==> src/rtl/lector_pkg.sv <==
// Shared constants and state encoding for the output-FIFO reader.
package lector_pkg;
    localparam int NUM_CH     = 4;
    localparam int CH_W       = 2;
    localparam int DATA_W_DEF = 10;
    localparam int CNT_W_DEF  = 5;

    typedef enum logic [1:0] {
        ST_RESET  = 2'd0,
        ST_INIT   = 2'd1,
        ST_IDLE   = 2'd2,
        ST_ACTIVE = 2'd3
    } state_t;
endpackage

==> src/rtl/lector_fifos_salida_if.sv <==
// FIFO-bank, sink and counter-readback signals of the reader; master = reader side.
interface lector_fifos_salida_if #(
    parameter int data_width = 10,
    parameter int cnt_width  = 5
);
    import lector_pkg::*;

    logic                  empty4, empty5, empty6, empty7;
    logic [data_width-1:0] FIFO_data_out4, FIFO_data_out5, FIFO_data_out6, FIFO_data_out7;
    logic                  pop4, pop5, pop6, pop7;
    logic [data_width-1:0] data_out;
    logic [CH_W-1:0]       src_out;
    logic                  valid_out;
    logic                  sink_ready;
    logic                  req;
    logic [CH_W-1:0]       idx;
    logic [cnt_width-1:0]  contador_out;
    logic                  valid_contador;

    modport master (
        input  empty4, empty5, empty6, empty7,
        input  FIFO_data_out4, FIFO_data_out5, FIFO_data_out6, FIFO_data_out7,
        output pop4, pop5, pop6, pop7,
        output data_out, src_out, valid_out,
        input  sink_ready, req, idx,
        output contador_out, valid_contador
    );

    modport slave (
        output empty4, empty5, empty6, empty7,
        output FIFO_data_out4, FIFO_data_out5, FIFO_data_out6, FIFO_data_out7,
        input  pop4, pop5, pop6, pop7,
        input  data_out, src_out, valid_out,
        output sink_ready, req, idx,
        input  contador_out, valid_contador
    );
endinterface

==> src/rtl/lector_arbitro.sv <==
// Picks one non-empty FIFO per cycle. ARB_RR_EN selects round-robin, else fixed
// priority with FIFO4 highest.
module lector_arbitro
    import lector_pkg::*;
(
    input  logic              clk,
    input  logic              reset,
    input  logic [NUM_CH-1:0] i_empty,
    input  logic              i_en,
    output logic [NUM_CH-1:0] o_pop,
    output logic [CH_W-1:0]   o_gnt
);
    logic            w_found;
    logic [CH_W-1:0] w_gnt;

`ifdef ARB_RR_EN
    logic [CH_W-1:0] r_ptr;
    logic [CH_W-1:0] w_c;

    always_comb begin
        w_found = 1'b0;
        w_gnt   = '0;
        w_c     = '0;
        for (int k = 0; k < NUM_CH; k++) begin
            w_c = r_ptr + CH_W'(k);
            if (!w_found && !i_empty[w_c]) begin
                w_found = 1'b1;
                w_gnt   = w_c;
            end
        end
    end

    // Pointer lands on the FIFO after the one just granted.
    always_ff @(posedge clk) begin
        if (reset)       r_ptr <= '0;
        else if (|o_pop) r_ptr <= w_gnt + CH_W'(1);
    end
`else
    logic w_unused;
    assign w_unused = clk ^ reset;

    always_comb begin
        w_found = 1'b0;
        w_gnt   = '0;
        for (int k = NUM_CH - 1; k >= 0; k--) begin
            if (!i_empty[k]) begin
                w_found = 1'b1;
                w_gnt   = CH_W'(k);
            end
        end
    end
`endif

    assign o_pop = (i_en && w_found) ? (NUM_CH'(1) << w_gnt) : '0;
    assign o_gnt = w_gnt;
endmodule

==> src/rtl/lector_fifos_salida.sv <==
// Output FIFO bank reader: pops FIFOs 4..7 into a 2-entry buffer, keeps saturating
// per-FIFO word counts. Arbitration mode set by ARB_RR_EN (see lector_arbitro).
module lector_fifos_salida
    import lector_pkg::*;
#(
    parameter int data_width = DATA_W_DEF,
    parameter int cnt_width  = CNT_W_DEF
) (
    input  logic                 clk,
    input  logic                 reset,
    input  logic                 init,
    output logic                 IDLE,
    lector_fifos_salida_if.master bus
);
    state_t                               r_state, w_next;
    logic                                 w_active, w_grant_en, w_deq;
    logic [2:0]                           w_load;
    logic [NUM_CH-1:0]                    w_empty, w_pop;
    logic [CH_W-1:0]                      w_gnt;
    logic [NUM_CH-1:0][data_width-1:0]    w_fdata;
    logic [data_width-1:0]                w_new;
    logic                                 r_inflight;
    logic [CH_W-1:0]                      r_src_fl;
    logic [1:0]                           r_occ;
    logic [1:0][data_width-1:0]           r_bdata;
    logic [1:0][CH_W-1:0]                 r_bsrc;
    logic [NUM_CH-1:0][cnt_width-1:0]     r_cnt;
    logic                                 r_vcnt;
    logic [cnt_width-1:0]                 r_cnt_out;

    assign w_empty = {bus.empty7, bus.empty6, bus.empty5, bus.empty4};
    assign w_fdata = {bus.FIFO_data_out7, bus.FIFO_data_out6, bus.FIFO_data_out5, bus.FIFO_data_out4};
    assign {bus.pop7, bus.pop6, bus.pop5, bus.pop4} = w_pop;
    assign w_new   = w_fdata[r_src_fl];

    // Slots committed after this cycle's dequeue; a pop may only target a free one.
    assign w_deq      = bus.valid_out & bus.sink_ready;
    assign w_load     = 3'(r_occ) + 3'(r_inflight) - 3'(w_deq);
    assign w_grant_en = w_active & ~reset & ~init & (w_load < 3'd2);

    lector_arbitro u_arb (
        .clk     (clk),
        .reset   (reset),
        .i_empty (w_empty),
        .i_en    (w_grant_en),
        .o_pop   (w_pop),
        .o_gnt   (w_gnt)
    );

    always_ff @(posedge clk) begin
        if (reset) r_state <= ST_RESET;
        else       r_state <= w_next;
    end

    always_comb begin
        w_next = r_state;
        if (init) w_next = ST_INIT;
        else begin
            case (r_state)
                ST_RESET:  w_next = ST_INIT;
                ST_INIT:   w_next = ST_IDLE;
                ST_IDLE:   if (!(&w_empty)) w_next = ST_ACTIVE;
                ST_ACTIVE: if ((&w_empty) && !r_inflight && r_occ == 2'd0) w_next = ST_IDLE;
                default:   w_next = ST_RESET;
            endcase
        end
    end

    always_comb begin
        IDLE     = (r_state == ST_IDLE);
        w_active = (r_state == ST_ACTIVE);
    end

    // Reset or init also drops a word still in flight from an earlier pop.
    always_ff @(posedge clk) begin
        if (reset || init) begin
            r_inflight <= 1'b0;
            r_src_fl   <= '0;
            r_occ      <= 2'd0;
            r_bdata    <= '0;
            r_bsrc     <= '0;
            r_cnt      <= '0;
        end else begin
            r_inflight <= |w_pop;
            if (|w_pop) r_src_fl <= w_gnt;
            if (r_inflight && r_cnt[r_src_fl] != '1)
                r_cnt[r_src_fl] <= r_cnt[r_src_fl] + cnt_width'(1);
            case ({r_inflight, w_deq})
                2'b10: begin
                    if (r_occ == 2'd0) begin
                        r_bdata[0] <= w_new;
                        r_bsrc[0]  <= r_src_fl;
                    end else begin
                        r_bdata[1] <= w_new;
                        r_bsrc[1]  <= r_src_fl;
                    end
                    r_occ <= r_occ + 2'd1;
                end
                2'b01: begin
                    r_bdata[0] <= r_bdata[1];
                    r_bsrc[0]  <= r_bsrc[1];
                    r_occ      <= r_occ - 2'd1;
                end
                2'b11: begin
                    if (r_occ == 2'd1) begin
                        r_bdata[0] <= w_new;
                        r_bsrc[0]  <= r_src_fl;
                    end else begin
                        r_bdata[0] <= r_bdata[1];
                        r_bsrc[0]  <= r_bsrc[1];
                        r_bdata[1] <= w_new;
                        r_bsrc[1]  <= r_src_fl;
                    end
                end
                default: ;
            endcase
        end
    end

    always_ff @(posedge clk) begin
        if (reset) begin
            r_vcnt    <= 1'b0;
            r_cnt_out <= '0;
        end else if (bus.req && r_state != ST_RESET && r_state != ST_INIT) begin
            r_vcnt    <= 1'b1;
            r_cnt_out <= r_cnt[bus.idx];
        end else begin
            r_vcnt    <= 1'b0;
        end
    end

    assign bus.data_out       = r_bdata[0];
    assign bus.src_out        = r_bsrc[0];
    assign bus.valid_out      = (r_occ != 2'd0);
    assign bus.contador_out   = r_cnt_out;
    assign bus.valid_contador = r_vcnt;
endmodule

==> src/flat_wrapper.sv <==
// flat-port wrapper written by rule: the top's interface ports become plain ports
module lector_fifos_salida_flat import lector_pkg::*;
#(
    parameter int data_width = DATA_W_DEF,
    parameter int cnt_width  = CNT_W_DEF
)
  (clk, reset, init, IDLE, bus_empty4, bus_empty5, bus_empty6, bus_empty7, bus_FIFO_data_out4, bus_FIFO_data_out5, bus_FIFO_data_out6, bus_FIFO_data_out7, bus_pop4, bus_pop5, bus_pop6, bus_pop7, bus_data_out, bus_src_out, bus_valid_out, bus_sink_ready, bus_req, bus_idx, bus_contador_out, bus_valid_contador);
  lector_fifos_salida_if #(.data_width(data_width), .cnt_width(cnt_width)) bus_i ();
  input  logic clk;
  input  logic reset;
  input  logic init;
  output logic IDLE;
  input wire logic [$bits(bus_i.empty4)-1:0] bus_empty4;
  input wire logic [$bits(bus_i.empty5)-1:0] bus_empty5;
  input wire logic [$bits(bus_i.empty6)-1:0] bus_empty6;
  input wire logic [$bits(bus_i.empty7)-1:0] bus_empty7;
  input wire logic [$bits(bus_i.FIFO_data_out4)-1:0] bus_FIFO_data_out4;
  input wire logic [$bits(bus_i.FIFO_data_out5)-1:0] bus_FIFO_data_out5;
  input wire logic [$bits(bus_i.FIFO_data_out6)-1:0] bus_FIFO_data_out6;
  input wire logic [$bits(bus_i.FIFO_data_out7)-1:0] bus_FIFO_data_out7;
  output wire logic [$bits(bus_i.pop4)-1:0] bus_pop4;
  output wire logic [$bits(bus_i.pop5)-1:0] bus_pop5;
  output wire logic [$bits(bus_i.pop6)-1:0] bus_pop6;
  output wire logic [$bits(bus_i.pop7)-1:0] bus_pop7;
  output wire logic [$bits(bus_i.data_out)-1:0] bus_data_out;
  output wire logic [$bits(bus_i.src_out)-1:0] bus_src_out;
  output wire logic [$bits(bus_i.valid_out)-1:0] bus_valid_out;
  input wire logic [$bits(bus_i.sink_ready)-1:0] bus_sink_ready;
  input wire logic [$bits(bus_i.req)-1:0] bus_req;
  input wire logic [$bits(bus_i.idx)-1:0] bus_idx;
  output wire logic [$bits(bus_i.contador_out)-1:0] bus_contador_out;
  output wire logic [$bits(bus_i.valid_contador)-1:0] bus_valid_contador;
  assign bus_i.empty4 = bus_empty4;
  assign bus_i.empty5 = bus_empty5;
  assign bus_i.empty6 = bus_empty6;
  assign bus_i.empty7 = bus_empty7;
  assign bus_i.FIFO_data_out4 = bus_FIFO_data_out4;
  assign bus_i.FIFO_data_out5 = bus_FIFO_data_out5;
  assign bus_i.FIFO_data_out6 = bus_FIFO_data_out6;
  assign bus_i.FIFO_data_out7 = bus_FIFO_data_out7;
  assign bus_pop4 = bus_i.pop4;
  assign bus_pop5 = bus_i.pop5;
  assign bus_pop6 = bus_i.pop6;
  assign bus_pop7 = bus_i.pop7;
  assign bus_data_out = bus_i.data_out;
  assign bus_src_out = bus_i.src_out;
  assign bus_valid_out = bus_i.valid_out;
  assign bus_i.sink_ready = bus_sink_ready;
  assign bus_i.req = bus_req;
  assign bus_i.idx = bus_idx;
  assign bus_contador_out = bus_i.contador_out;
  assign bus_valid_contador = bus_i.valid_contador;
  lector_fifos_salida #(.data_width(data_width), .cnt_width(cnt_width)) u_core (.clk(clk), .reset(reset), .init(init), .IDLE(IDLE), .bus(bus_i));
endmodule
==> config.mk <==
export PLATFORM = sky130hd
export DESIGN_NAME = lector_fifos_salida_flat
export DESIGN_NICKNAME = d
export VERILOG_FILES = /design/src/rtl/lector_pkg.sv /design/src/rtl/lector_fifos_salida_if.sv /design/src/rtl/lector_arbitro.sv /design/src/rtl/lector_fifos_salida.sv /design/src/flat_wrapper.sv
export SDC_FILE = /design/constraint.sdc
export NUM_CORES = 1
export LEC_CHECK = 0
export ABC_AREA = 1
export BUFFER_PORTS_ARGS = -buffer_cell sky130_fd_sc_hd__buf_2
export CAP_MARGIN = 20
export CELL_PAD_IN_SITES_DETAIL_PLACEMENT = 0
export CELL_PAD_IN_SITES_GLOBAL_PLACEMENT = 1
export CORE_MARGIN = 2
export CORE_UTILIZATION = 30
export DETAILED_ROUTE_END_ITERATION = 8
export GPL_TIMING_DRIVEN = 0
export PLACE_DENSITY_LB_ADDON = 0.12
export SETUP_SLACK_MARGIN = 0.15
export SLEW_MARGIN = 30
export SYNTH_ARGS = -nofsm -noshare
export SYNTH_HDL_FRONTEND = slang
export SYNTH_SLANG_ARGS = --single-unit
==> constraint.sdc <==
create_clock -name clk -period 2.6 [get_ports clk]
set_input_delay 0.13 -clock clk [delete_from_list [all_inputs] [get_ports clk]]
set_output_delay 0.13 -clock clk [all_outputs]
set_load 0.05 [all_outputs]
# Yosys cells after proc, flatten, opt, wreduce, memory -nomap -nowiden
# Index checks and enable logic that the tools add are counted.
# totals
reg_bits	57
input_bits	51
out_inout_bits	24
elab_cells	106
# classes
n_addsub	5
n_lt_le_gt_ge	4
eq_ne	16
shift	1
mux	36
n_bitwise	6
n_reduce_logical	23
# op_table
cell	n
$mux 10	5
$pmux 10 s3	1
$bmux 10 s2	1
$bmux 5 s2	2
$bwmux 20	1
$mux 2	10
$pmux 10 s2	1
$mux 5	3
$demux 5 s2	1
$eq 2x2->1 const B	4
$ne 2x2->1 const B	4
$pmux 2 s2	2
$pmux 2 s4	1
$reduce_bool 2->1	4
$logic_and 1x1->1	7
$eq 2x1->1 const B	3
$lt 2x3->1 const B	2
$mux 1	6
$ne 3x3->1 const B	2
$pmux 2 s3	1
$reduce_and 2->1	3
$add 5x1->5 const B	1
$ne 5x5->1 const B	1
$and 1x1->1	4
18 further kinds	21

# Depth between registers and ports, before layout
# Gate-level depths: netlist of run 1.
# logic_depth
word_depth	8
mapped_depth	17

# Cells and area by module
# Synthesis of run 1 repeated with hierarchy kept, for this count alone.
# unflattened
hier_cells	467
area_unflattened_um2	3173.0
# by_module_without_submodules
mod	instances	cells_each	area_per_inst_um2
lector_fifos_salida	1	454	3101.7
lector_arbitro	1	13	71.3

# Worst setup path before layout of run 1
# No wires, ideal clock.
# synth_timing
path_kind	flip-flop to output port
from	register u_core.r_occ[1]
to	output bus_pop4
arrival_ps	3630
slack_ps	-1160
path_stages_with_launch	14
cell_sequence	dfxtp_1 -> inv_1 -> ha_1 -> inv_1 -> nand2_1 -> inv_1 -> ha_1 -> nor2_1 -> inv_1 -> fa_1 -> nand3_1 -> nor2_1 -> nand2_2 -> a211oi_1
# synth_between
elab_chain_len	7
word_cells_on_any_way	8
cone_classes	add/sub (2); order compare (1); mux (1); bitwise (2); reduce/logical (2)
# synth_lines
element	line_no	text
from (decl)	lector_fifos_salida.sv:24	logic [1:0] r_occ;
from (signal assigned)	lector_fifos_salida.sv:97	r_occ <= r_occ + 2'd1;
from (signal assigned)	lector_fifos_salida.sv:102	r_occ <= r_occ - 2'd1;
$reduce_bool 2->1	lector_fifos_salida.sv:134	assign bus.valid_out = (r_occ != 2'd0);
via bus_valid_out	flat_wrapper.sv:27	output wire logic [$bits(bus_i.valid_out)-1:0] bus_valid_out;
$and 1x1->1	lector_fifos_salida.sv:37	assign w_deq = bus.valid_out & bus.sink_ready;
$sub 3x1->3	lector_fifos_salida.sv:38	assign w_load = 3'(r_occ) + 3'(r_inflight) - 3'(w_deq);
$lt 3x2->1	lector_fifos_salida.sv:39	assign w_grant_en = w_active & ~reset & ~init & (w_load < 3'd2);
$and 1x1->1	lector_fifos_salida.sv:39	
$logic_and 1x1->1	lector_arbitro.sv:54	assign o_pop = (i_en && w_found) ? (NUM_CH'(1) << w_gnt) : '0;
$mux 4	lector_arbitro.sv:54	
to (decl)	flat_wrapper.sv:21	output wire logic [$bits(bus_i.pop4)-1:0] bus_pop4;
# The timed path passes the listed nets, and every way through them passes these cells.

# Worst setup path after layout of run 1
# layout_timing
from	register u_core.r_occ[1]
to	output bus_pop7
# layout_between
elab_chain_len	7
word_cells_on_any_way	8
cone_classes	add/sub (2); order compare (1); mux (1); bitwise (2); reduce/logical (2)
# layout_lines
element	line_no	text
branches (longest 2 deep; another with $add 2x1->3)	n/a	
$sub 3x1->3 *	lector_fifos_salida.sv:38	
$lt 3x2->1 *	lector_fifos_salida.sv:39	
$and 1x1->1 *	lector_fifos_salida.sv:39	
$logic_and 1x1->1 *	lector_arbitro.sv:54	
$mux 4 *	lector_arbitro.sv:54	
to (decl)	flat_wrapper.sv:24	output wire logic [$bits(bus_i.pop7)-1:0] bus_pop7;
# Mark *: on every way between the ends.

==> impl_results.md, run 1 <==
* Outcome: complete, but fails checks
* Failing checks: negative setup slack
* Port-buffer cells at between 70 and 80
* Max VDD drop at around 0.00030 V
* Placed cell area at about 3800 µm²
* Reg2reg start: u_core.r_occ[1]
* FF-to-FF End: u_core.r_src_fl[0]
* CP Max Fanout at 4
* Final Skew at ~0.0087 ns
* Antenna violations before repair at 0
* CP Capture Point: bus_pop7
* Final Max Tran Viols at 0
* Area of the multi-input gates at 1730 µm²
* Vias at around 3.2k
* Dpl hpwl at between 6 and 7 mm
* Die width at 106 µm
* WL final at 9.66 mm
* Fmax at 0.348 GHz
* Mapped cell area at 3150 µm²
* Post-layout minimum cycle time at 2.87 ns
* N_diodes at 0
* CP endpoint kind: primary output
* Power per Cell Area at 436 nW/µm²
* Clock slew at reported path FFs at 0.07 ns
* Htree depth at 3
* Sequential-to-total area share from yosys stat at 36.3%
* Most common cell after layout, fill and taps aside: buf_2
* Final Hold Vio Count at 0
* # setup viols final at 4
* First-pass GRT wire length at ~16 mm
* Leak pwr at 2.02 nW
* Worst Setup Start Kind: flip-flop
* Hold-fix buffers, CTS at 0
* Num CTS Buffers at 9
* # Max-Cap Violations at 0
* Largest net degree at the start of global routing at 11
* Worst path arrival time at approximately 2.7 ns
* Routed len/inst at ~14 µm
* Seq cells post-synth at 57
* Synth cell types at 35
* Pre-antenna DRT Iters at 5
* Nets@finish at ~620
* Tightest Pin Transition at 0.498 ns
* Overflow after GRT at 0
* Final core utilization at 41.0%
* CTS tree: done
* Area of the core at slightly above 10000 µm²
* Reg2Reg Setup Slack at around 0.14 ns
* Yosys warning count at 0
* Critical Path Source: u_core.r_occ[1]
* Gpl congestion at 0.793
* RSZ-0062 raised after global routing: yes
* Die area at around 11000 µm²
* Initial DRC Count at between 100 and 150
* Clk sinks at between 50 and 60
* Final worst slack at -0.273 ns
* Relative slew slack at approximately two thirds
* Number of global-route vias before repair at roughly 3.1k
* Most frequent cells in the layout: 74 x buf_2, 70 x nand2_1, 57 x nor2_1, 54 x dfxtp_1, 51 x o21ai_0
* DRC viols at 0
* Starting Density at a little under a third
* Die height at 106 µm
* Total GRT Usage at ~18%
* I/O pin total at 75
* Maximum clock path buffer count at 2
* FF-to-FF path depth at 16
* Hold Crit Class: input port to flip-flop
* Syn avg cell area at between 6 and 7 µm²
* Post-synth net total at a little over 500
* Rows at 37
* Fillers at ~1.1k
* Routed Antenna Nets at 0
* Final Power at around 1.8 mW
* CTS root buffer: clkbuf_8
* Hold Slack at between 0.05 and 0.06 ns
* DR vias/cell at about 4.6
* Worst path required time at between 2 and 2.5 ns
* Mapped Cells at ~450
* Area growth syn-to-layout at 33.4%
* Seq. cell area at about 1100 µm²
* Skew-Pair Late Insertion Delay at 0.35 ns
* Final Instance Area at about 4200 µm²
* Worst slack at placement at -0.248 ns
* Crit path kind: flip-flop to primary output
* Crit share post-route at 111%
* Layout cells sized above 1 at 32.9%
[sequential cells by signal, indices dropped and copies added, names as in the netlist]
| register | flops |
|---|---|
| u_core.bus.data_out | 10 |
| u_core.r_inflight | 1 |
| u_core.r_occ | 2 |
| u_core.r_cnt | 20 |
| u_core.r_src_fl | 2 |
| u_core.bus.contador_out | 5 |
| u_core.r_bsrc | 2 |
| u_core.bus.valid_contador | 1 |
| u_core.r_state | 2 |
| u_core.bus.src_out | 2 |
| u_core.r_bdata | 10 |
[cells in the mapped netlist]
cell       n  area share (%)
nand2_1   73             8.7
nor2_1    59             7.0
dfxtp_1   57              36
o21ai_0   53             8.4
inv_1     46             5.5
a21oi_1   41             6.5
nand3_1   22             3.5
buf_4     14             3.3
a22oi_1   10             2.4
nand2_2    8             1.6
ha_1       7             2.8
o211ai_1   7             1.7
clkinv_1   5            0.60
inv_2      5            0.60
nor2_4     5             1.8
buf_2      4            0.64
clkbuf_1   4            0.48
buf_6      3             1.1
nor2_2     3            0.60
nor3_1     3            0.48
o22ai_1    3            0.60
a21oi_2    2            0.56
nand2_4    2            0.72
nand3_2    2            0.64
o21ai_2    2            0.56
o21bai_1   2            0.48
a211oi_1   1            0.24
a32o_1     1            0.32
buf_1      1            0.12
fa_1       1            0.64
nand4_1    1            0.20
nor3_2     1            0.32
o21a_1     1            0.24
o21ai_1    1            0.16
xor2_1     1            0.28
[metal layers]
layer  global-route usage, %  routed length, µm
met1                    22.7               4500
met4                    5.84                102
met3                    3.00                251
met5                       0                  0
met2                    30.4               4810
[worst min path at each step]
| stage | from | to | slack (ns) | cells past startpoint |
|---|---|---|---|---|
| CTS | reset | u_core.bus.valid_contador | 0.05 | 2 |
| finish | init | u_core.r_state[0] | 0.06 | 3 |
| detailed placement | init | u_core.r_state[0] | 0.41 | 3 |
| global route | reset | u_core.bus.valid_contador | 0.06 | 2 |
| floorplan | reset | u_core.bus.valid_contador | 0.20 | 1 |
| global placement | init | u_core.r_state[0] | 0.41 | 3 |
[timing repair]
action	4_1_cts	5_1_grt
resized for setup	19	10
endpoints found under the setup margin	10	34
pin swaps	9	7
setup buffers	12	10
[power by group]
| group | internal, mW | leakage [nW] | switching, mW |
|---|---|---|---|
| Clock | 0.392 | 0.0911 | 0.375 |
| Sequential | 0.881 | 0.462 | 0.00544 |
| Combinational | 0.0666 | 1.47 | 0.107 |
[worst max-delay path: stages (launching register included)]
cell and delay [ns]:
dfxtp_2 0.34, inv_4 0.06, ha_4 0.14, clkinvlp_4 0.10, nand2_4 0.08, inv_4 0.04
ha_4 0.24, nor2_4 0.08, inv_2 0.04, fa_1 0.50, nand3_1 0.07, nor2_1 0.12
nand2_2 0.12, inv_2 0.10, nand2_4 0.07, nor3_4 0.12, buf_6 0.18
[final cells by class]
type / instances / area share (%)
Inverter: 56 / 5.22
Clock inverter: 5 / 0.716
Clock buffer: 11 / 3.61
Buffer: 26 / 4.44
Tap cell: 136 / 4.05
Multi-Input combinational cell: 312 / 41.2
Sequential cell: 57 / 27.3
Timing Repair Buffer: 96 / 13.4
[stage by stage]
stage / std cells / TNS, ns
2_1_floorplan: 451 / -0.804
3_3_place_gp: 661 / -0.356
3_5_place_dp: 661 / -0.556
4_1_cts: 689 / -1.32
5_1_grt: 699 / -1.48
6_report: 699 / -0.927
[kinds of logic (layout without fill, tap and decap cells)]
family | Yosys count | after routing | synth area share (%)
xor+xnor | 1 | 1 | 0.278
flops | 57 | 57 | 36.3
buf+inv | 82 | 194 | 12.3
compound gates | 124 | 124 | 22.1
fa+ha+maj | 8 | 8 | 3.42
simple gates | 179 | 179 | 25.6
Note: power is estimated with default switching activity, not from simulation.
==> run 2: changes to the inputs <==
ABC_AREA = unset   (was 1)
==> run 2 against run 1 <==
  * The run still ends with negative setup slack left
  * Critical path depth is 5 lower
  * Maximum frequency is 3.6% lower
  * Count of clock-buffer cells in the layout is 1 lower
  * Area after synthesis is 5.1% lower
  * Cell count is 24% lower
==> impl_results.md, run 2 <==
* Leak pwr at 1.67 nW (was 2.02 nW)
* Mapped cell area at 2990 µm² (was 3150 µm²)
* Most common cell after layout, fill and taps aside: buf_2 (unchanged)
* Outcome: complete, but fails checks (unchanged)
* Gpl congestion at 0.748 (was 0.793)
* Synth top area cells: dfxtp_1 38%, mux4_2 15%, mux2i_1 7.0%, nor2_1 6.2%, a211oi_1 5.3% (was dfxtp_1 36%, nand2_1 8.7%, o21ai_0 8.4%, nor2_1 7.0%, a21oi_1 6.5%)
* Area of the core at 9730 µm² (was 10200 µm²)
* Final worst slack at -0.381 ns (was -0.273 ns)
* Final Max Tran Viols at 0 (unchanged)
* Worst path required time at 2.47 ns (about the same)
* GR peak layer: met2 (unchanged)
* Final Hold Vio Count at 0 (unchanged)
* Commonest cells post-synth: 57 x dfxtp_1, 49 x nor2_1, 21 x a211oi_1, 21 x mux2i_1, 20 x mux4_2 (was 73 x nand2_1, 59 x nor2_1, 57 x dfxtp_1)
* Hold Slack at 0.103 ns (was 0.0576 ns)
* Num CTS Buffers at 9 (unchanged)
* Synth cell types at 35 (unchanged)
* Starting Density at 30.7% (was 30.8%)
* Most frequent cells in the layout: 70 x buf_2, 54 x dfxtp_1, 47 x nor2_1, 33 x buf_4, 21 x mux2i_1 (was 74 x buf_2, 70 x nand2_1, 57 x nor2_1, 54 x dfxtp_1, 51 x o21ai_0)
* Vias at 2495 (was 3227)
* Largest net degree at the start of global routing at 12 (was 11)
* Max VDD drop at 0.000213 V (was 0.000303 V)
* Crit-path cells: inv_4 > ha_4 > nor2b_4 > ha_4 > nand2b_4 > fa_1 > nand3_2 > nor4b_4 > buf_4 > and4bb_2 > buf_8 (was inv_4 > ha_4 > clkinvlp_4 > nand2_4 > inv_4 > ha_4 > nor2_4 > inv_2 > fa_1 > nand3_1 > nor2_1 > nand2_2 > inv_2 > nand2_4 > nor3_4 > buf_6)
* Initial DRC Count at 72 (was 145)
* Crit path largest cell delay at 0.51 ns (was 0.50 ns)
* Worst path most repeated cell: ha_4
* DRC viols at 0 (unchanged)
* Yosys warning count at 0 (unchanged)
* CP endpoint kind: primary output (unchanged)
* # Max-Cap Violations at 0 (unchanged)
* CP Max Fanout at 4 (unchanged)
* Overflow after GRT at 0 (unchanged)
* Met2 Resource Use GR at 23.7% (was 30.4%)
* Final core utilization at 41.6% (was 41.0%)
* Syn avg cell area at 10.5 µm² (was 6.98 µm²)
* FFs w/ async S/R, synth at 0% (unchanged)
* Routed Antenna Nets at 0 (unchanged)
* CTS root buffer: clkbuf_8 (unchanged)
* Top cell type's share of synthesized area at 38.2% (was 36.3%)
* Tightest Pin Transition at 0.574 ns (was 0.498 ns)
* Top FF cell, synth: dfxtp_1 (unchanged)
* Fmax at 0.335 GHz (was 0.348 GHz)
* Die width at 104 µm (was 106 µm)
* RSZ-0062 raised after global routing: yes (unchanged)
* I/O pin total at 75 (unchanged)
* Hold Crit Class: input port to flip-flop (unchanged)
* First-pass GRT wire length at 12.7 mm (was 15.8 mm)
* N_diodes at 0 (unchanged)
* Setup TNS at -1.40 ns (was -0.927 ns)
* Pre-antenna DRT Iters at 4 (was 5)
* Rows at 36 (was 37)
* CTS tree: done (unchanged)
* Maximum clock path buffer count at 2 (unchanged)
* Die area at 10800 µm² (was 11300 µm²)
* Relative slew slack at 61.5% (was 66.8%)
* # setup viols final at 6 (was 4)
* Post-synth net total at 344 (was 510)
* Worst Setup Start Kind: flip-flop (unchanged)
* Port-buffer cells at 72 (was 74)
* Power per Cell Area at 463 nW/µm² (was 436 nW/µm²)
* Number of global-route vias before repair at 2416 (was 3082)
* Die height at 104 µm (was 106 µm)
* Post-synth top area cell: dfxtp_1 (unchanged)
* Post-layout minimum cycle time at 2.98 ns (was 2.87 ns)
* Antenna violations before repair at 0 (unchanged)
* Slowest CP cell: fa_1 (unchanged)
* Routed len/inst at 15.2 µm (was 13.8 µm)
* Largest Register: u_core.r_cnt (unchanged)
* Seq cells post-synth at 57 (unchanged)
* Total GRT Usage at 15.3% (was 17.8%)
* Mapped Cells at 285 (was 451)
* Crit path kind: flip-flop to primary output (unchanged)
* Htree depth at 3 (unchanged)
* Crit share post-route at 115% (was 111%)
* Max reg flops at 20 (unchanged)
* Cell with the most instances after synthesis: dfxtp_1 (was nand2_1)
* WL final at 8.03 mm (was 9.66 mm)
* Area growth syn-to-layout at 35.6% (was 33.4%)
* Dpl hpwl at 5.94 mm (was 6.96 mm)
* Nets@finish at 450 (was 617)
* GRT met3 Usage at 4.22% (was 3.00%)
* Skew-Pair Late Insertion Delay at 0.34 ns (was 0.35 ns)
* Layout cells sized above 1 at 44.4% (was 32.9%)
* Failing checks: negative setup slack (unchanged)
* Fillers at 1013 (was 1115)
* Placed cells at 490 (was 661)
* Worst path arrival time at 2.85 ns (was 2.74 ns)
* Clock slew at reported path FFs at 0.07 ns (about the same)
* DR vias/cell at 4.72 (was 4.62)
* Final Skew at 0.0113 ns (was 0.00867 ns)
* Grt met1 use at 20.8% (was 22.7%)
* Number of synthesized flops with an enable pin at 0 (unchanged)
* Post-route insts no fill at 529 (was 699)
* Sequential-to-total area share from yosys stat at 38.2% (was 36.3%)
* Clk sinks at 57 (unchanged)
* Final Power at 1.88 mW (was 1.83 mW)
[run 2: cell count changes after synthesis, moves of 8 or more]
cell | previous run | this run
a211oi_1 | 1 | 21
a21oi_1 | 41 | 11
inv_1 | 46 | 6
mux2i_1 | 0 | 21
mux4_2 | 0 | 20
nand2_1 | 73 | 11
nand2_2 | 8 | 0
nand3_1 | 22 | 8
nor2_1 | 59 | 49
o21ai_0 | 53 | 6
[run 2: power by group]
group	internal, mW	switching, mW
Combinational	0.0674	0.0776
Clock	0.470	0.381
Sequential	0.875	0.00346
Total	1.41	0.463
[run 2: critical path: cells and delay by family (launching register included)]
family | cells | cell delay, ns
DFF | 1 | 0.36
and+or+nand+nor | 5 | 0.92
adders and majority gates | 3 | 0.89
buffers and inverters | 3 | 0.36
[run 2: area by class of cell]
type / count / area, µm² / area share, %
clock buffer: 10 / 138 / 3.40
timing repair buffer: 95 / 572 / 14.1
tap: 133 / 166 / 4.11
multi-input combinational: 192 / 1730 / 42.7
buffer: 29 / 199 / 4.91
sequential: 57 / 1150 / 28.4
inverter: 7 / 28.8 / 0.711
clock inverter: 6 / 66.3 / 1.64
[run 2: stage by stage]
stage / cell area [µm²] / setup slack, ns
5_1_grt: 4050 / -0.466
3_3_place_gp: 3600 / -0.402
3_5_place_dp: 3600 / -0.403
4_1_cts: 4000 / -0.408
2_1_floorplan: 3080 / -0.272
6_report: 4050 / -0.381
[run 2: cell families (layout without fill, tap and decap cells)]
| family | count (synthesis) | in the layout | share of synthesized area (%) |
|---|---|---|---|
| XOR/XNOR | 4 | 4 | 1.17 |
| multiplexers | 42 | 42 | 22.5 |
| flip-flops | 57 | 57 | 38.2 |
| AO/OA/AOI/OAI | 56 | 56 | 12.6 |
| adder cells (fa/ha/maj) | 8 | 8 | 3.60 |
| AND/OR/NAND/NOR | 82 | 82 | 14.7 |
| buffers and inverters | 36 | 147 | 7.25 |
[run 2: timing repair]
item / CTS / global route
buffers inserted: 18 / 4
hold buffers: 1 / 0
gates resized for setup: 14 / 5
hold endpoints to repair: 6 / 0
setup endpoints to repair: 27 / 18
pin swaps: 11 / 5
[run 2: worst paths after layout]
check	from	to	slack, ns	cells after the start
min	init	u_core.r_state[0]	0.10	3
max reg2reg	u_core.r_occ[0]	u_core.r_src_fl[1]	-0.07	12
min reg2reg	u_core.bus.contador_out[2]	u_core.bus.contador_out[2]	0.45	2
max	u_core.r_occ[0]	bus_pop7	-0.38	11
[run 2: metal layers]
layer | vias up | share of wire, % | routed length (µm)
met5 | - | 0 | 0
met3 | 8 | 5.0 | 403
li1 | 1251 | - | -
met4 | 0 | 0.97 | 78
met1 | 1177 | 49 | 3970
met2 | 59 | 45 | 3580
==> run 3: changes to the inputs <==
ABC_AREA = 1   (was unset)
CELL_PAD_IN_SITES_DETAIL_PLACEMENT = 1   (was 0)
==> run 3 against run 2 <==
  * Total power is 1.0% higher
  * The run still ends with negative setup slack left
  * Via count is 34% higher
  * Routed wire length is 31% higher
  * Largest power group unchanged
  * Critical path type unchanged
  * Highest routed layer unchanged
  * Register-to-register slack better by 0.29 ns
  * Die area is 5.2% higher
  * Clock skew is 0.0016 ns higher
==> impl_results.md, run 3 (synthesis gave the netlist of run 1 again) <==
* Die height at 106 µm (was 104 µm)
* Hold-fix buffers, CTS at 0 (was 1)
* Switching pwr at 0.487 mW (was 0.463 mW)
* Total GRT Usage at 19.4% (was 15.3%)
* Final Hold Vio Count at 0 (unchanged)
* Placed cell area at 3770 µm² (was 3600 µm²)
* Layout cells sized above 1 at 32.4% (was 44.4%)
* Leak pwr at 2.00 nW (was 1.67 nW)
* Die area at 11300 µm² (was 10800 µm²)
* Dpl hpwl at 7.68 mm (was 5.94 mm)
* Most common cell after layout, fill and taps aside: buf_2 (unchanged)
* Worst path arrival time at 2.72 ns (was 2.85 ns)
* Overflow after GRT at 0 (unchanged)
* Outcome: complete, but fails checks (unchanged)
* Die width at 106 µm (was 104 µm)
* Seq. cell area at 1140 µm² (was 1150 µm²)
* DRC viols at 0 (unchanged)
* Final Max Tran Viols at 0 (unchanged)
* # setup viols final at 4 (was 6)
* Num CTS Buffers at 9 (unchanged)
* Final Instance Area at 4170 µm² (was 4050 µm²)
* Fillers at 1319 (was 1013)
* CTS tree: done (unchanged)
* CP Max Fanout at 4 (unchanged)
* Power per Cell Area at 454 nW/µm² (was 463 nW/µm²)
* Maximum clock path buffer count at 2 (unchanged)
* CTS root buffer: clkbuf_8 (unchanged)
* N_diodes at 0 (unchanged)
* Seq pwr share at 46.8% (was 46.9%)
* Final Power at 1.89 mW (was 1.88 mW)
* Largest net degree at the start of global routing at 11 (was 12)
* Htree depth at 3 (unchanged)
* Routed Antenna Nets at 0 (unchanged)
* RSZ-0062 raised after global routing: yes (unchanged)
* Area of the multi-input gates at 1740 µm² (was 1730 µm²)
* Antenna violations before repair at 0 (unchanged)
* HP Start: reset (was init)
* CP endpoint kind: primary output (unchanged)
* Worst Setup Start Kind: flip-flop (unchanged)
* # Max-Cap Violations at 0 (unchanged)
* Failing checks: negative setup slack (unchanged)
* Crit path max-delay family: adder cells (was simple AND/OR/NAND/NOR gates)
* Rows at 37 (was 36)
* Worst path required time at 2.47 ns (about the same)
* I/O pin total at 75 (unchanged)
* Max reg flops at 20 (unchanged)
* DR vias/cell at 4.83 (was 4.72)
* Reg2reg start: u_core.r_occ[1] (was u_core.r_occ[0])
* Tightest Pin Transition at 0.538 ns (was 0.574 ns)
* Gpl congestion at 0.793 (was 0.748)
* Max VDD drop at 0.000206 V (was 0.000213 V)
* Buf/Inv on CP at 6 (was 3)
* Crit-path cells: inv_4 > ha_4 > clkinvlp_4 > nand2_4 > inv_4 > ha_4 > nor2_4 > inv_2 > fa_1 > nand3_1 > nor2_2 > nand2_2 > inv_2 > nand2_4 > nor3_4 > buf_6 (was inv_4 > ha_4 > nor2b_4 > ha_4 > nand2b_4 > fa_1 > nand3_2 > nor4b_4 > buf_4 > and4bb_2 > buf_8)
* Number of global-route vias before repair at 3476 (was 2416)
* Hold Crit Class: input port to flip-flop (unchanged)
* Nets@finish at 613 (was 450)
* Slowest CP cell: fa_1 (unchanged)
* Clk sinks at 57 (unchanged)
* Cell-internal power at 1.41 mW (about the same)
* Area of the core at 10200 µm² (was 9730 µm²)
* Fmax at 0.350 GHz (was 0.335 GHz)
* Initial DRC Count at 79 (was 72)
* Clock power share at 44.0% (was 45.4%)
* Starting Density at 30.8% (was 30.7%)
* Routed len/inst at 15.2 µm (about the same)
* FF-to-FF path depth at 16 (was 12)
* Skew-Pair Late Insertion Delay at 0.35 ns (was 0.34 ns)
* Port-buffer cells at 74 (was 72)
* Most frequent cells in the layout: 74 x buf_2, 71 x nand2_1, 55 x nor2_1, 54 x dfxtp_1, 50 x o21ai_0 (was 70 x buf_2, 54 x dfxtp_1, 47 x nor2_1, 33 x buf_4, 21 x mux2i_1)
* Post-layout minimum cycle time at 2.85 ns (was 2.98 ns)
* Relative slew slack at 64.1% (was 61.5%)
* First-pass GRT wire length at 17.3 mm (was 12.7 mm)
* Switching fraction of total power at 25.7% (was 24.7%)
* Vias at 3354 (was 2495)
* Crit path kind: flip-flop to primary output (unchanged)
* Final worst slack at -0.253 ns (was -0.381 ns)
* Largest Register: u_core.r_cnt (unchanged)
* Clock slew at reported path FFs at 0.07 ns (about the same)
* WL final at 10.5 mm (was 8.03 mm)
* Critical Path Source: u_core.r_occ[1] (was u_core.r_occ[0])
* Area growth syn-to-layout at 32.6% (was 35.6%)
* Final Skew at 0.0129 ns (was 0.0113 ns)
* Crit share post-route at 110% (was 115%)
* Crit path largest cell delay at 0.49 ns (was 0.51 ns)
* Crit path depth at 16 (was 11)
* Hold Path Cell Cnt at 2 (was 3)
* Pre-antenna DRT Iters at 4 (unchanged)
* Logic pwr share at 9.2% (was 7.7%)
## run 3: changes by cell type in the layout (fill, tap and decap cells not counted), moves of 21 or more
| cell | before | now |
|---|---|---|
| o21ai_0 | 6 | 50 |
| nand2_1 | 10 | 71 |
| mux2i_1 | 21 | 0 |
| inv_1 | 4 | 41 |
| a21oi_1 | 11 | 41 |
## run 3: per-stage QoR
step / util, % / setup TNS (ns) / cells / setup WS [ns] / hold slack, ns
5_1_grt: 40.8 / -1.60 / 695 / -0.447 / 0.0746
3_3_place_gp: 36.8 / -0.356 / 661 / -0.195 / 0.407
6_report: 40.8 / -0.880 / 695 / -0.253 / 0.0602
4_1_cts: 40.1 / -1.05 / 689 / -0.298 / 0.0556
3_5_place_dp: 36.8 / -0.716 / 661 / -0.288 / 0.417
2_1_floorplan: - / -0.804 / 451 / -0.329 / 0.202
## run 3: worst paths after layout
kind,slack [ns],end
setup / recovery,-0.25,bus_pop7
hold / removal,0.06,u_core.bus.valid_contador
hold reg to reg,0.49,u_core.r_cnt[1]
setup reg to reg,0.22,u_core.r_src_fl[1]
## run 3: layout make-up
type	instances	share of cell area, %
sequential	57	27.4
buffer	26	4.26
tap	136	4.08
inverter	56	5.31
timing repair buffer	91	12.6
multi-input combinational	313	41.6
clock buffer	10	3.30
clock inverter	6	1.38
## run 3: metal layers
layer,routed length [µm],global-route usage [%],vias to the layer above
met3,326,4.35,10
met5,0,0,-
met2,5480,34.6,53
met4,144,5.75,0
met1,4600,23.3,1616
li1,-,-,1675
## run 3: what timing repair did
action | CTS | global route
setup buffers | 12 | 5
setup endpoints to repair | 15 | 36
pin swaps | 6 | 7
gates cloned | 0 | 1
gates resized for setup | 18 | 11
## run 3: power groups by stage
stage,clock network [mW],registers (mW),logic [mW]
6_report,0.834,0.887,0.174
5_1_grt,0.899,0.887,0.194
4_1_cts,0.864,0.887,0.175
3_5_place_dp,0,0.907,0.170
3_3_place_gp,0,0.906,0.168
2_1_floorplan,0,0.916,0.0817
